===== src/rtl/instr_pair_queue.sv =====
// ---------------------------------------------------------------------------
// instr_pair_queue
//
// Small FIFO placed between uop fetch and scalar decode. Fetch delivers
// instructions in pairs; decode consumes one instruction per cycle. Each
// stored pair is drained slot 1 first, then slot 2. The entry is retired
// only after its slot-2 instruction has been consumed.
//
// Ports:
//   clk           clock
//   reset         synchronous, active-high reset
//   clear         synchronous flush of all queued instructions
//   in_valid      fetch presents a pair this cycle
//   in_instr_1    older instruction of the presented pair
//   in_instr_2    younger instruction of the presented pair
//   stalled       queue full, fetch must hold its pair
//   out_valid     out_instr carries a valid instruction
//   out_instr     instruction presented to decode (0 when empty)
//   out_slot      0 = out_instr is slot 1 of the head, 1 = slot 2
//   next_stalled  decode cannot consume this cycle
//   count         occupied pair entries, including a partially drained head
// ---------------------------------------------------------------------------
module instr_pair_queue #(
  parameter int DEPTH = 4,
  parameter int WIDTH = 32
) (
  input  logic                       clk,
  input  logic                       reset,
  input  logic                       clear,
  input  logic                       in_valid,
  input  logic [WIDTH-1:0]           in_instr_1,
  input  logic [WIDTH-1:0]           in_instr_2,
  output logic                       stalled,
  output logic                       out_valid,
  output logic [WIDTH-1:0]           out_instr,
  output logic                       out_slot,
  input  logic                       next_stalled,
  output logic [$clog2(DEPTH+1)-1:0] count
);

  localparam int PW = $clog2(DEPTH);
  localparam int CW = $clog2(DEPTH+1);

  // Which slot of the head entry is currently being presented to decode.
  typedef enum logic {
    HALF_SLOT1 = 1'b0,
    HALF_SLOT2 = 1'b1
  } half_t;

  logic [WIDTH-1:0] storage_1 [DEPTH];
  logic [WIDTH-1:0] storage_2 [DEPTH];
  logic [PW-1:0]    wr_ptr;
  logic [PW-1:0]    rd_ptr;
  half_t            half;

  logic push;
  logic pop_half;
  logic retire;
  logic flush;

  assign stalled   = (count == CW'(DEPTH));
  assign out_valid = (count != '0);
  assign out_slot  = (half == HALF_SLOT2);

  // No bypass from the inputs: the presented instruction always comes from
  // storage, so a freshly pushed pair shows up one cycle after its push.
  always_comb begin
    out_instr = '0;
    if (out_valid) begin
      out_instr = (half == HALF_SLOT2) ? storage_2[rd_ptr] : storage_1[rd_ptr];
    end
  end

  // A full queue refuses pushes even if the head retires in the same cycle,
  // which keeps stalled a pure function of registered state.
  assign flush    = reset || clear;
  assign push     = in_valid && !stalled;
  assign pop_half = out_valid && !next_stalled;
  assign retire   = pop_half && (half == HALF_SLOT2);

  // Pair storage carries no reset; stale contents are never visible because
  // out_instr is masked whenever the queue is empty.
  always_ff @(posedge clk) begin
    if (push && !flush) begin
      storage_1[wr_ptr] <= in_instr_1;
      storage_2[wr_ptr] <= in_instr_2;
    end
  end

  // Pointer, occupancy and half-slot bookkeeping. Reset and clear share the
  // same path so a mid-drain reset also discards a pending slot-2 instruction.
  always_ff @(posedge clk) begin
    if (flush) begin
      wr_ptr <= '0;
      rd_ptr <= '0;
      count  <= '0;
      half   <= HALF_SLOT1;
    end else begin
      if (push) begin
        wr_ptr <= wr_ptr + PW'(1);
      end
      if (pop_half) begin
        if (half == HALF_SLOT1) begin
          half <= HALF_SLOT2;
        end else begin
          half   <= HALF_SLOT1;
          rd_ptr <= rd_ptr + PW'(1);
        end
      end
      case ({push, retire})
        2'b10:   count <= count + CW'(1);
        2'b01:   count <= count - CW'(1);
        default: count <= count;
      endcase
    end
  end

endmodule


===== config.mk =====
export PLATFORM = sky130hd
export DESIGN_NAME = instr_pair_queue
export DESIGN_NICKNAME = d
export VERILOG_FILES = /design/src/rtl/instr_pair_queue.sv
export SDC_FILE = /design/constraint.sdc
export NUM_CORES = 1
export LEC_CHECK = 0
export CAP_MARGIN = 20
export CORE_MARGIN = 4
export CORE_UTILIZATION = 35
export CTS_CLUSTER_DIAMETER = 40
export DETAILED_ROUTE_END_ITERATION = 12
export GPL_TIMING_DRIVEN = 1
export PLACE_DENSITY = 0.5
export SETUP_SLACK_MARGIN = 0.05
export SYNTH_ARGS = -nofsm -noshare
export SYNTH_HDL_FRONTEND = slang
export SYNTH_SLANG_ARGS = --single-unit

===== constraint.sdc =====
create_clock -name clk -period 6.5 [get_ports clk]
set_input_delay 1.3 -clock clk [delete_from_list [all_inputs] [get_ports clk]]
set_output_delay 1.3 -clock clk [all_outputs]
set_load 0.02 [all_outputs]

[Word-level counts from Yosys, hierarchy flattened]
Memories as Yosys holds them, arrays and structs flattened. A register that Yosys moved wholly into a read port is not among the register bits.
Cells that the tools add are included.
Operators by class
  add/sub/neg operators: 4
  multipliers: 0
  divide/modulo/power cells: 0
  order comparisons: 0
  equality and inequality tests: 3
  shift operators: 0
  mux-type cells: 10
  bitwise gates (word level): 0
  reduce and logical (&&, ||, !) cells: 11
Operators with widths (count)
  32-bit 2-to-1 mux: 2
  2-bit 2-to-1 mux: 4
  3-bit case mux with 2 select lines: 1
  2-bit by 1-bit adder with 2-bit output, second input constant: 2
  1-bit logical AND: 4
  3-bit by 1-bit adder with 3-bit output, second input constant: 1
  3-bit equality test, second input constant: 1
  1-bit logical NOT: 3
  1-bit 2-to-1 mux: 3
  3-bit nonzero test: 1
  3-bit by 1-bit subtractor with 3-bit output, second input constant: 1
  2-bit by 1-bit equality test with 1-bit output, second input constant: 1
  2-bit equality test, second input constant: 1
  2-bit AND reduction: 1
  2-bit nonzero test: 1
  1-bit logical OR: 1
Storage, ports and cells
  register bits: 8
  latch bits: 0
  RAM bits: 256
  ROM bits: 0
  bits of input ports: 69
  output and inout bits: 38
  logic and storage cells: 34
  memories kept: 2
Memories
  storage_1: words 4, bits a word 32, read ports 1, clocked after memory_dff 1, wr ports 1, line 50  | logic [WIDTH-1:0] storage_1 [DEPTH];
  storage_2: words 4, bits a word 32, read ports 1, clocked after memory_dff 1, wr ports 1, line 51  | logic [WIDTH-1:0] storage_2 [DEPTH];

[Longest topological paths before layout]
Gate-level depths: netlist of the first run.
  depth after elaboration: 6
  depth in mapped cells: 10
  depth with buffers taken out: 10

[Worst setup path before layout of the first run]
Ideal clock, no wire load.
  path kind: input to register
  start: input in_valid
  end: memory storage_1[0][0], enable pin
  library setup time: 0.429 ns
  arrival time: 3.101 ns
  required time: 6.071 ns
  path slack: 2.970 ns
  stages on the path: 3
  buffers on the path: 0
  path through: inv_1 nor2_1 and3_1
On the way
  cells in the longest elaborated chain, start to end: 4
Ends and longest elaborated chain
  start, declared: line 30  | input logic in_valid,
  1-bit logical AND: line 77  | assign push = in_valid && !stalled;
  1-bit logical AND: line 84  | if (push && !flush) begin
  1-bit 2-to-1 mux: line 84
  1-bit 2-to-1 mux (implied by the code): line 85  | storage_1[wr_ptr] <= in_instr_1;
  end, declared: line 50
Every way passes these cells.

==> results of run 1 <==
-- worst min path at each step --
stage                     startpoint         to  slack (ps)
after floorplan            rd_ptr[1]  flip-flop         450
after global placement     rd_ptr[1]  flip-flop         460
after detailed placement   rd_ptr[1]  flip-flop         470
after CTS                  rd_ptr[1]  flip-flop         490
after global routing       rd_ptr[1]  flip-flop         510
final                      rd_ptr[1]  flip-flop         490
-- stage by stage --
stage	cells	setup slack, ps
2_1_floorplan	437	2970
3_3_place_gp	901	2511
3_5_place_dp	902	2483
4_1_cts	970	1947
5_1_grt	970	1835
6_report	971	2105
-- power breakdown --
group / total [mW] / leakage, nW / internal, mW / switching, mW
combinational: 0.140 / 1.00 / 0.0730 / 0.0672
clock: 1.96 / 0.600 / 1.23 / 0.726
sequential: 1.90 / 2.40 / 1.90 / 0.00471
total: 4.00 / 4.00 / 3.20 / 0.798
-- layout by cell type (no fill, tap or decap), types with 2 or more instances in the layout --
master,netlist,final
a21oi_1,6,6
a22o_1,30,30
a22o_2,2,2
and3_4,0,4
buf_4,2,2
bufinv_16,0,3
clkbuf_1,5,5
clkbuf_16,0,39
clkdlybuf4s50_1,0,106
clkinv_1,0,2
clkinv_2,0,6
clkinv_4,0,3
clkinvlp_4,0,3
dfxtp_1,10,8
dfxtp_4,0,2
edfxtp_1,256,256
ha_1,5,5
inv_1,8,8
inv_6,0,7
mux2i_1,2,2
mux4_2,64,64
nand2_1,2,2
nand3_1,2,2
nor2_1,6,5
o21ai_0,4,4
or3_1,2,2
xor2_1,2,2
-- kinds of logic (layout without fill, tap and decap cells) --
group / count (synthesis) / count (layout) / synth area share (%)
mux: 66 / 66 / 14.44
flops: 266 / 266 / 77.93
simple gates: 23 / 23 / 1.372
buf+inv: 31 / 186 / 1.904
xor+xnor: 2 / 2 / 0.1731
other cells: 0 / 1 / 0
compound gates: 43 / 43 / 3.363
fa+ha+maj: 6 / 6 / 0.8159
-- flip-flops by register name (all words and copies together) (netlist names), named ones only --
register	cells
count	3
rd_ptr	2
storage_1	128
storage_2	128
out_slot	1
wr_ptr	2
-- tightest hold or removal path, stage by stage (launching register included) --
cell     delay, ps
dfxtp_1        310
o31ai_1         60
a21oi_1         70
-- metal layers --
layer / vias to the layer above / routed length, microns / track usage [%] / part of all wire (%)
met5: - / 13 / 0 / 0.064
met4: 2 / 450 / 4.383 / 2.2
met3: 37 / 1075 / 3.285 / 5.3
met2: 110 / 10400 / 22.20 / 51
met1: 2503 / 8295 / 16.43 / 41
li1: 2127 / - / - / -
-- layout make-up --
class,instances,area (sq um),share of cell area (%)
Clock inverter,24,237.7,1.856
Clock buffer,44,994.7,7.765
Antenna cell,1,2.502,0.01954
Inverter,9,33.78,0.2637
Sequential cell,266,7895,61.63
Timing Repair Buffer,109,1104,8.615
Multi-Input combinational cell,140,2069,16.16
Tap cell,378,473.0,3.692
==> results by group, run 1 <==
Run status
  • Status: completed

CTS
  • CTS Buf Count: 37
  • CTS tree: built
  • H-tree depth reported by CTS: 2
  • Clock-pin slew on the worst setup and hold paths: 50 ps
  • Cts hold-fix bufs: 0
  • # Post-CTS Setup Buffers: 0
  • Max clock buf depth: 3
  • Root Driver: clkbuf_16
  • Clock Latency Late Sink: 510 ps
  • Clock sinks: approximately 270
  • Post_cts resized: 0

Critical path
  • Critical path class: flip-flop to output pin
  • CP Depth: 4
  • Crit path max fanout: 25
  • Slowest stage delay, CP: 660 ps
  • Reg2reg end: count[2]
  • FF-to-FF path depth: 10
  • Reg-to-Reg Start: count[2]
  • Crit-path cells: buf_4 > mux4_2 > a22o_1 > clkdlybuf4s50_1
  • CP required: around 5200 ps
  • Setup crit end: out_instr[16]
  • Crit-path slowest cell: dfxtp_4
  • Buf/Inv on CP: 2
  • CP top delay family: buffers and inverters
  • Startpoint types: flip-flop
  • Worst EP arrival: ~3100 ps
  • R2R Setup Slk: 3940 ps
  • Crit. End Element: output pin

GRT
  • Gr ovfl total: 0
  • First-pass GRT wire length: ~31000 microns
  • Vias in the first global route: about 5400
  • All-Layer GR Usage: roughly an eighth
  • Initial antenna violation count: 2
  • Largest net degree at the start of global routing: 65

Timing
  • RSZ-0062 raised after global routing: false
  • Worst Skew: ~18 ps
  • Fin Hold WS: between 400 and 500 ps
  • Final setup fails: 0
  • Setup TNS: 0 ps
  • Final hold vios: 0
  • Slew Limit Fails: 0
  • Max-Slew Margin vs Limit: 28.98%
  • Final min period: ~4400 ps
  • Worst Max-Slew Pin Slew: between 1000 and 1500 ps
  • Crit share post-route: between 60% and 70%
  • Fmax: between 200 and 250 MHz

Synth
  • Asr flop ratio synth: 0%
  • Post-synth EDFFs: 256
  • Register area share after synthesis: 77.93%
  • Cell with the most instances after synthesis: edfxtp_1
  • Area share of the largest cell type after synthesis: approximately 76%
  • Unique masters post-synth: 31
  • Synth Flop Type: edfxtp_1
  • Mapped Cells: 437
  • Post-Syn Area: ~10000 sq um
  • Synth top area cells: edfxtp_1 (76%), mux4_2 (14%), a22o_1 (2.6%)
  • Yosys warnings: 0
  • Most frequent cells after synthesis: edfxtp_1 (256), mux4_2 (64), a22o_1 (30), dfxtp_1 (10)
  • Post-synthesis register bit count: about 270
  • Net Count, Synth: 512
  • Syn Area/Cell: roughly 23 sq um
  • Yosys top cell by area: edfxtp_1

Placed design
  • GPL Wtd Cong: roughly 0.66
  • Port buffer count: 106
  • Placed Area: approximately 12000 sq um
  • Dpl hpwl: 11170 microns

Hold path
  • Hold Crit Depth: 2
  • Tightest Hold Check Type: flip-flop to flip-flop

Final layout
  • Post-route design area: 12810 sq um
  • Fill count: between 2000 and 2500
  • Final #Nets: roughly 640
  • Fin util: 45.48%
  • Area delta synth->final: 26.57%
  • Layout cells sized above 1: 24.32%

Route
  • DRT iter0 DRCs: 316
  • Antenna Nets Post-Route: 0
  • Vias: about 4800
  • Iteration count of the initial detailed-routing pass: 4
  • DR vias/cell: slightly below 5
  • Final wirelength: around 20000 microns
  • Wire per inst: about 21 microns
  • Residual DRC: 0

Job
  • MaxCap Viol Count: 0

Floorplanning
  • Floorplan core area: between 20000 and 30000 sq um
  • Initial Util: a little over a third
  • Die area: 31700 sq um
  • Die Span Y: around 180 microns
  • Site row count: 61
  • # IOs: 107
  • Die width: between 150 and 200 microns

Pwr
  • Leakage dissipation: between 3 and 4 nW
  • Final Power: 3.998 mW
  • PwrDens: approximately 310 nW/um^2
  • Worst vdd ir: 0.0001614 V
Power figures use the tool's default switching activity.
==> run 2, diff against run 1 <==
- clock period: 6.5 -> 4.33 ns (I/O delays scaled with it)
==> run 2 against run 1 <==
Effect of this change: first-iteration DRC count down 5.4%; hold slack better by 17 ps; cell count down 0.10%; global-route usage up 0.35 points; sequential power up 50%; combinational power up 50%; die area unchanged; sequential share of layout area down 0.53 points; critical path type unchanged; largest cell class unchanged; largest power group unchanged.
==> results by group, run 2 (synthesized netlist as in run 1, its figures left out) <==
GRT
  • Gr ovfl total: 0 (unchanged)
  • Vias in the first global route: 5449 (+1.3%)
  • Largest net degree at the start of global routing: 36 (-45%)
  • First-pass GRT wire length: 31810 microns (+1.9%)
  • Initial antenna violation count: 2 (unchanged)
  • All-Layer GR Usage: 13.41% (+0.35 points)

CTS
  • Max clock buf depth: 3 (unchanged)
  • CTS Buf Count: 36 (-2.7%)
  • CTS tree: built
  • Cts hold-fix bufs: 0 (unchanged)
  • # Post-CTS Setup Buffers: 0 (unchanged)
  • H-tree depth reported by CTS: 2 (unchanged)
  • Clock-pin slew on the worst setup and hold paths: 50 ps (about the same)
  • Clock sinks: 266 (unchanged)
  • Post_cts resized: 0 (unchanged)
  • Root Driver: clkbuf_16
  • Clock Latency Late Sink: 500 ps (about the same)

Floorplanning
  • # IOs: 107 (unchanged)
  • Initial Util: 35.94% (unchanged)
  • Site row count: 61 (unchanged)
  • Die width: 178.1 microns (unchanged)
  • Die area: 31700 sq um (unchanged)
  • Die Span Y: 178.1 microns (unchanged)
  • Floorplan core area: 28160 sq um (unchanged)

Timing
  • Max-Slew Margin vs Limit: 36.85% (+7.9 points)
  • Worst Max-Slew Pin Slew: 947.3 ps (-118.0 ps)
  • Slew Limit Fails: 0 (unchanged)
  • Worst Skew: 12.12 ps (-5.546 ps)
  • Fmax: approximately 270 MHz
  • Crit share post-route: between 80% and 90%
  • RSZ-0062 raised after global routing: false
  • Setup TNS: 0 ps (unchanged)
  • Final setup fails: 0 (unchanged)
  • Final hold vios: 0 (unchanged)
  • Final min period: 3752 ps

Critical path
  • FF-to-FF path depth: 10 (unchanged)
  • Crit. End Element: output pin
  • Startpoint types: flip-flop
  • Crit path max fanout: 24 (-4.0%)
  • CP required: 3460 ps (-1740 ps)
  • Critical path class: flip-flop to output pin
  • Worst EP arrival: 2890 ps (-200 ps)

Pwr
  • Worst vdd ir: 0.0002044 V (+27%)
  • PwrDens: 469.9 nW/um^2 (+51%)
  • Leakage dissipation: 4.028 nW (+0.81%)
  • Final Power: 6.071 mW (+52%)

Job
  • MaxCap Viol Count: 0 (unchanged)

Final layout
  • Most common cell after layout, fill and taps aside: edfxtp_1
  • Layout cells sized above 1: 24.49% (+0.17 points)
  • Largest regs: storage_1: 128 flops, storage_2: 128 flops, count: 3 flops
  • N_diodes: 0 (-1)
  • Final #Nets: 642 (+0.63%)
  • Most frequent cells in the layout: edfxtp_1 (256), clkdlybuf4s50_1 (106), mux4_2 (64), clkbuf_16 (37), a22o_1 (30)
  • Post-route insts no fill: 970 (-0.10%)
  • Fin util: 45.88% (+0.40 points)
  • Area delta synth->final: 27.67%

Placed design
  • Placed cells: 907 (+0.55%)
  • Dpl hpwl: 11820 microns (+5.8%)
  • Port buffer count: 106 (unchanged)
  • GPL Wtd Cong: 0.7127 (+7.8%)

Route
  • Antenna Nets Post-Route: 0 (unchanged)
  • DRT iter0 DRCs: 299 (-5.4%)
  • Vias: 4816 (+0.77%)
  • Wire per inst: 21.39 microns (+2.7%)
  • Residual DRC: 0 (unchanged)
  • Iteration count of the initial detailed-routing pass: 4 (unchanged)
  • DR vias/cell: 4.965 (+0.88%)
  • Final wirelength: 20750 microns (+2.6%)

Hold path
  • Hold Crit Depth: 2 (unchanged)
  • Tightest Hold Check Type: flip-flop to flip-flop

Run status
  • Status: completed
[run 2: worst paths after layout]
path / from / to / slack (ps)
worst min-delay path: rd_ptr[0] / rd_ptr[0] / 510
worst max register to register: count[2] / count[2] / 1720
worst max-delay path: count[0] / out_instr[12] / 580
worst min register to register: rd_ptr[0] / rd_ptr[0] / 510
[run 2: layout make-up]
cell class                      instances  area, sq um
Fill cell                            2363        15240
Sequential cell                       266         7895
Multi-Input combinational cell        140         2069
Timing Repair Buffer                  114         1209
Clock buffer                           41        950.9
Tap cell                              378        473.0
Clock inverter                         22        290.3
Inverter                                9        33.78
[run 2: metrics by stage]
| step | area [sq um] | hold slack, ps | setup slack, ps |
|---|---|---|---|
| 2_1_floorplan | 10120 | 452.9 | 1234 |
| 3_5_place_dp | 11680 | 491.9 | 993.8 |
| 5_1_grt | 12920 | 536.9 | 386.1 |
| 6_report | 12920 | 507.5 | 578.1 |
| 3_3_place_gp | 11680 | 477.0 | 1048 |
| 4_1_cts | 12920 | 508.1 | 459.6 |
[run 2: report_power, final]
part	internal, mW	switching (mW)	total, mW
sequential	2.85	0.00697	2.85
combinational	0.109	0.101	0.210
clock	1.95	1.06	3.01
[run 2: per-layer routing]
layer	GRT usage (%)	share of wire, %
met5	0	0.11
met4	4.512	2.3
met3	2.989	4.8
met2	24.40	54
met1	15.65	39
[run 2: worst max-delay path, cell delays in order, from the launching register on]
cell and delay [ps]:
dfxtp_1 460, nor3_4 110, nor2_4 700, buf_4 330, a22o_1 170, clkdlybuf4s50_1 610
==> run 3, diff against run 2 <==
- clock period: 4.33 -> 4.6 ns (I/O delays scaled with it)
==> run 3 against run 2 <==
Effect of this change: design area is 0.20% lower; count of clock-buffer cells in the layout is 4 higher; critical path depth stayed put; sequential share of layout area is 0.12 points higher; sequential power is 6% lower; setup slack better by 140 ps; register-to-register slack better by 340 ps; combinational power is 4% lower; global-route usage is 0.15 points lower; largest power group unchanged; highest routed layer unchanged.
==> results by group, run 3 (synthesized netlist as in run 1, its figures left out) <==
Floorplanning
  • Floorplan core area: 28160 sq um (unchanged)
  • Initial Util: 35.94% (unchanged)
  • Die width: 178.1 microns (unchanged)
  • Site row count: 61 (unchanged)
  • Die area: 31700 sq um (unchanged)
  • Die Span Y: 178.1 microns (unchanged)
  • # IOs: 107 (unchanged)

Timing
  • Setup TNS: 0 ps (unchanged)
  • Worst Skew: 6.209 ps (-5.916 ps)
  • Final min period: between 3000 and 4000 ps
  • Fin worst setup slack: 713.1 ps (+135.0 ps)
  • Final hold vios: 0 (unchanged)
  • RSZ-0062 raised after global routing: false
  • Final setup fails: 0 (unchanged)
  • Max-Slew Margin vs Limit: 29.45% (-7.4 points)
  • Slew Limit Fails: 0 (unchanged)
  • Crit share post-route: a little over four fifths
  • Fmax: roughly 260 MHz
  • Worst Max-Slew Pin Slew: 1058 ps (+110.9 ps)

Route
  • Vias: 4814 (-0.042%)
  • Wire per inst: 21.17 microns (-1.1%)
  • Antenna Nets Post-Route: 0 (unchanged)
  • DRT iter0 DRCs: 323 (+8.0%)
  • Iteration count of the initial detailed-routing pass: 4 (unchanged)
  • Final wirelength: 20620 microns (-0.66%)
  • DR vias/cell: 4.943 (-0.45%)
  • Residual DRC: 0 (unchanged)

Pwr
  • Leakage dissipation: 4.036 nW (+0.20%)
  • Worst vdd ir: 0.0002018 V (-1.3%)
  • Switching share of power: 19.84% (+0.58 points)
  • Clock power share: 49.4% (about the same)
  • Int Pwr: 4.576 mW (-6.6%)
  • Comb pwr share: 3.5% (about the same)
  • Sw power: 1.133 mW (-3.2%)
  • Sequential share of power: 47.1% (about the same)
  • PwrDens: 442.7 nW/um^2 (-5.8%)

CTS
  • Clock-pin slew on the worst setup and hold paths: 60 ps (about the same)
  • H-tree depth reported by CTS: 2 (unchanged)
  • Root Driver: clkbuf_16
  • # Post-CTS Setup Buffers: 0 (unchanged)
  • CTS Buf Count: 37 (+2.8%)
  • Cts hold-fix bufs: 0 (unchanged)
  • Clock sinks: 266 (unchanged)
  • Clock Latency Late Sink: 500 ps (about the same)
  • Post_cts resized: 0 (unchanged)
  • CTS tree: built
  • Max clock buf depth: 3 (unchanged)

GRT
  • Gr ovfl total: 0 (unchanged)
  • Largest net degree at the start of global routing: 65 (+81%)
  • Initial antenna violation count: 1 (-1)
  • First-pass GRT wire length: 31810 microns (unchanged)
  • Vias in the first global route: 5409 (-0.73%)
  • All-Layer GR Usage: 13.25% (-0.15 points)

Placed design
  • Dpl hpwl: 11340 microns (-4.1%)
  • GPL Wtd Cong: 0.6751 (-5.3%)
  • Pre-CTS WS: 1191 ps (+196.9 ps)
  • Placed cells: 905 (-0.22%)
  • Port buffer count: 106 (unchanged)

Run status
  • Status: completed

Critical path
  • Crit-path slowest cell: nor2_4
  • Setup crit end: out_instr[11]
  • Reg2reg end: count[2]
  • Reg-to-Reg Start: count[2]
  • Critical path class: flip-flop to output pin
  • R2R Setup Slk: 2060 ps (+340 ps)
  • Worst EP arrival: 2970 ps (+80 ps)
  • Startpoint types: flip-flop
  • Crit path max fanout: 27 (+13%)
  • CP required: 3680 ps (+220 ps)
  • FF-to-FF path depth: 10 (unchanged)
  • Crit-path cells: nor3_4 > nor2_4 > buf_4 > a22o_1 > clkdlybuf4s50_1
  • CP startpoint: count[0]
  • Crit. End Element: output pin
  • Slowest stage delay, CP: 780 ps (+80 ps)

Final layout
  • N_diodes: 0 (unchanged)
  • Most common cell after layout, fill and taps aside: edfxtp_1
  • Final #Nets: 643 (+0.16%)
  • Area delta synth->final: 27.41%
  • Fill count: 2372 (+0.38%)
  • Most frequent cells in the layout: edfxtp_1 (256), clkdlybuf4s50_1 (106), mux4_2 (64), clkbuf_16 (39), a22o_1 (30)
  • Largest regs: storage_1: 128 flops, storage_2: 128 flops, count: 3 flops
  • Post-route insts no fill: 974 (+0.41%)
  • Layout cells sized above 1: 24.66% (+0.17 points)

Job
  • MaxCap Viol Count: 0 (unchanged)

Hold path
  • Tightest Hold Check Type: flip-flop to flip-flop
## run 3: cell types whose count changed in the layout (fill, tap and decap cells not counted)
| cell | change |
|---|---|
| buf_4 | +4 |
| clkbuf_1 | +3 |
| clkinv_1 | -1 |
| bufinv_16 | -2 |
| clkinv_4 | +2 |
| buf_12 | -6 |
| clkbuf_8 | -1 |
| buf_16 | +2 |
| clkbuf_16 | +2 |
| inv_6 | +2 |
| clkinvlp_4 | -2 |
| clkinv_2 | +1 |
## run 3: critical path, delay by kind of cell, from the launching register on
| kind | cells | cell delay (ps) |
|---|---|---|
| AOI/OAI and AO/OA | 1 | 170 |
| and+or+nand+nor | 2 | 890 |
| DFF | 1 | 460 |
| buffers and inverters | 2 | 920 |
## run 3: power by group through the flow
stage          Combinational (mW)  Sequential (mW)  Clock, mW
6_report                    0.201             2.69       2.82
2_1_floorplan              0.0674             2.74          0
3_5_place_dp                0.201             2.74          0
5_1_grt                     0.216             2.69       3.00
4_1_cts                     0.202             2.69       2.89
3_3_place_gp                0.195             2.74          0
## run 3: cell type report
type | instances | area, sq um | area share, %
Sequential cell | 266 | 7895 | 61.23
Multi-Input combinational cell | 140 | 2069 | 16.05
Timing Repair Buffer | 114 | 1174 | 9.102
Clock buffer | 45 | 998.5 | 7.743
Tap cell | 378 | 473.0 | 3.668
Clock inverter | 22 | 251.5 | 1.950
Inverter | 9 | 33.78 | 0.2620
## run 3: stage by stage
step	hold WS (ps)	util, %	power, mW	instance area, sq um
2_1_floorplan	452.9	-	2.806	10120
3_3_place_gp	471.6	41.15	2.931	11590
3_5_place_dp	480.2	41.15	2.938	11590
4_1_cts	488.1	45.59	5.778	12840
5_1_grt	520.0	45.79	5.906	12890
6_report	485.9	45.79	5.708	12890
## run 3: how the worst min path moves through the flow
| stage | slack (ps) | startpoint | cells after the start | endpoint |
|---|---|---|---|---|
| after floorplan | 450 | rd_ptr[1] | 2 | flip-flop |
| after global placement | 470 | rd_ptr[1] | 2 | flip-flop |
| after detailed placement | 480 | rd_ptr[1] | 2 | flip-flop |
| after CTS | 490 | rd_ptr[1] | 2 | flip-flop |
| after global routing | 520 | rd_ptr[0] | 2 | flip-flop |
| final | 490 | rd_ptr[1] | 2 | flip-flop |
## run 3: per-layer routing
layer / GRT usage (%) / routed length [microns] / vias up / part of all wire, %
met5: 0 / 13 / - / 0.063
met4: 3.738 / 384 / 2 / 1.9
met3: 3.540 / 1156 / 33 / 5.6
met2: 22.45 / 10420 / 111 / 51
met1: 16.91 / 8644 / 2540 / 42
li1: - / - / 2128 / -
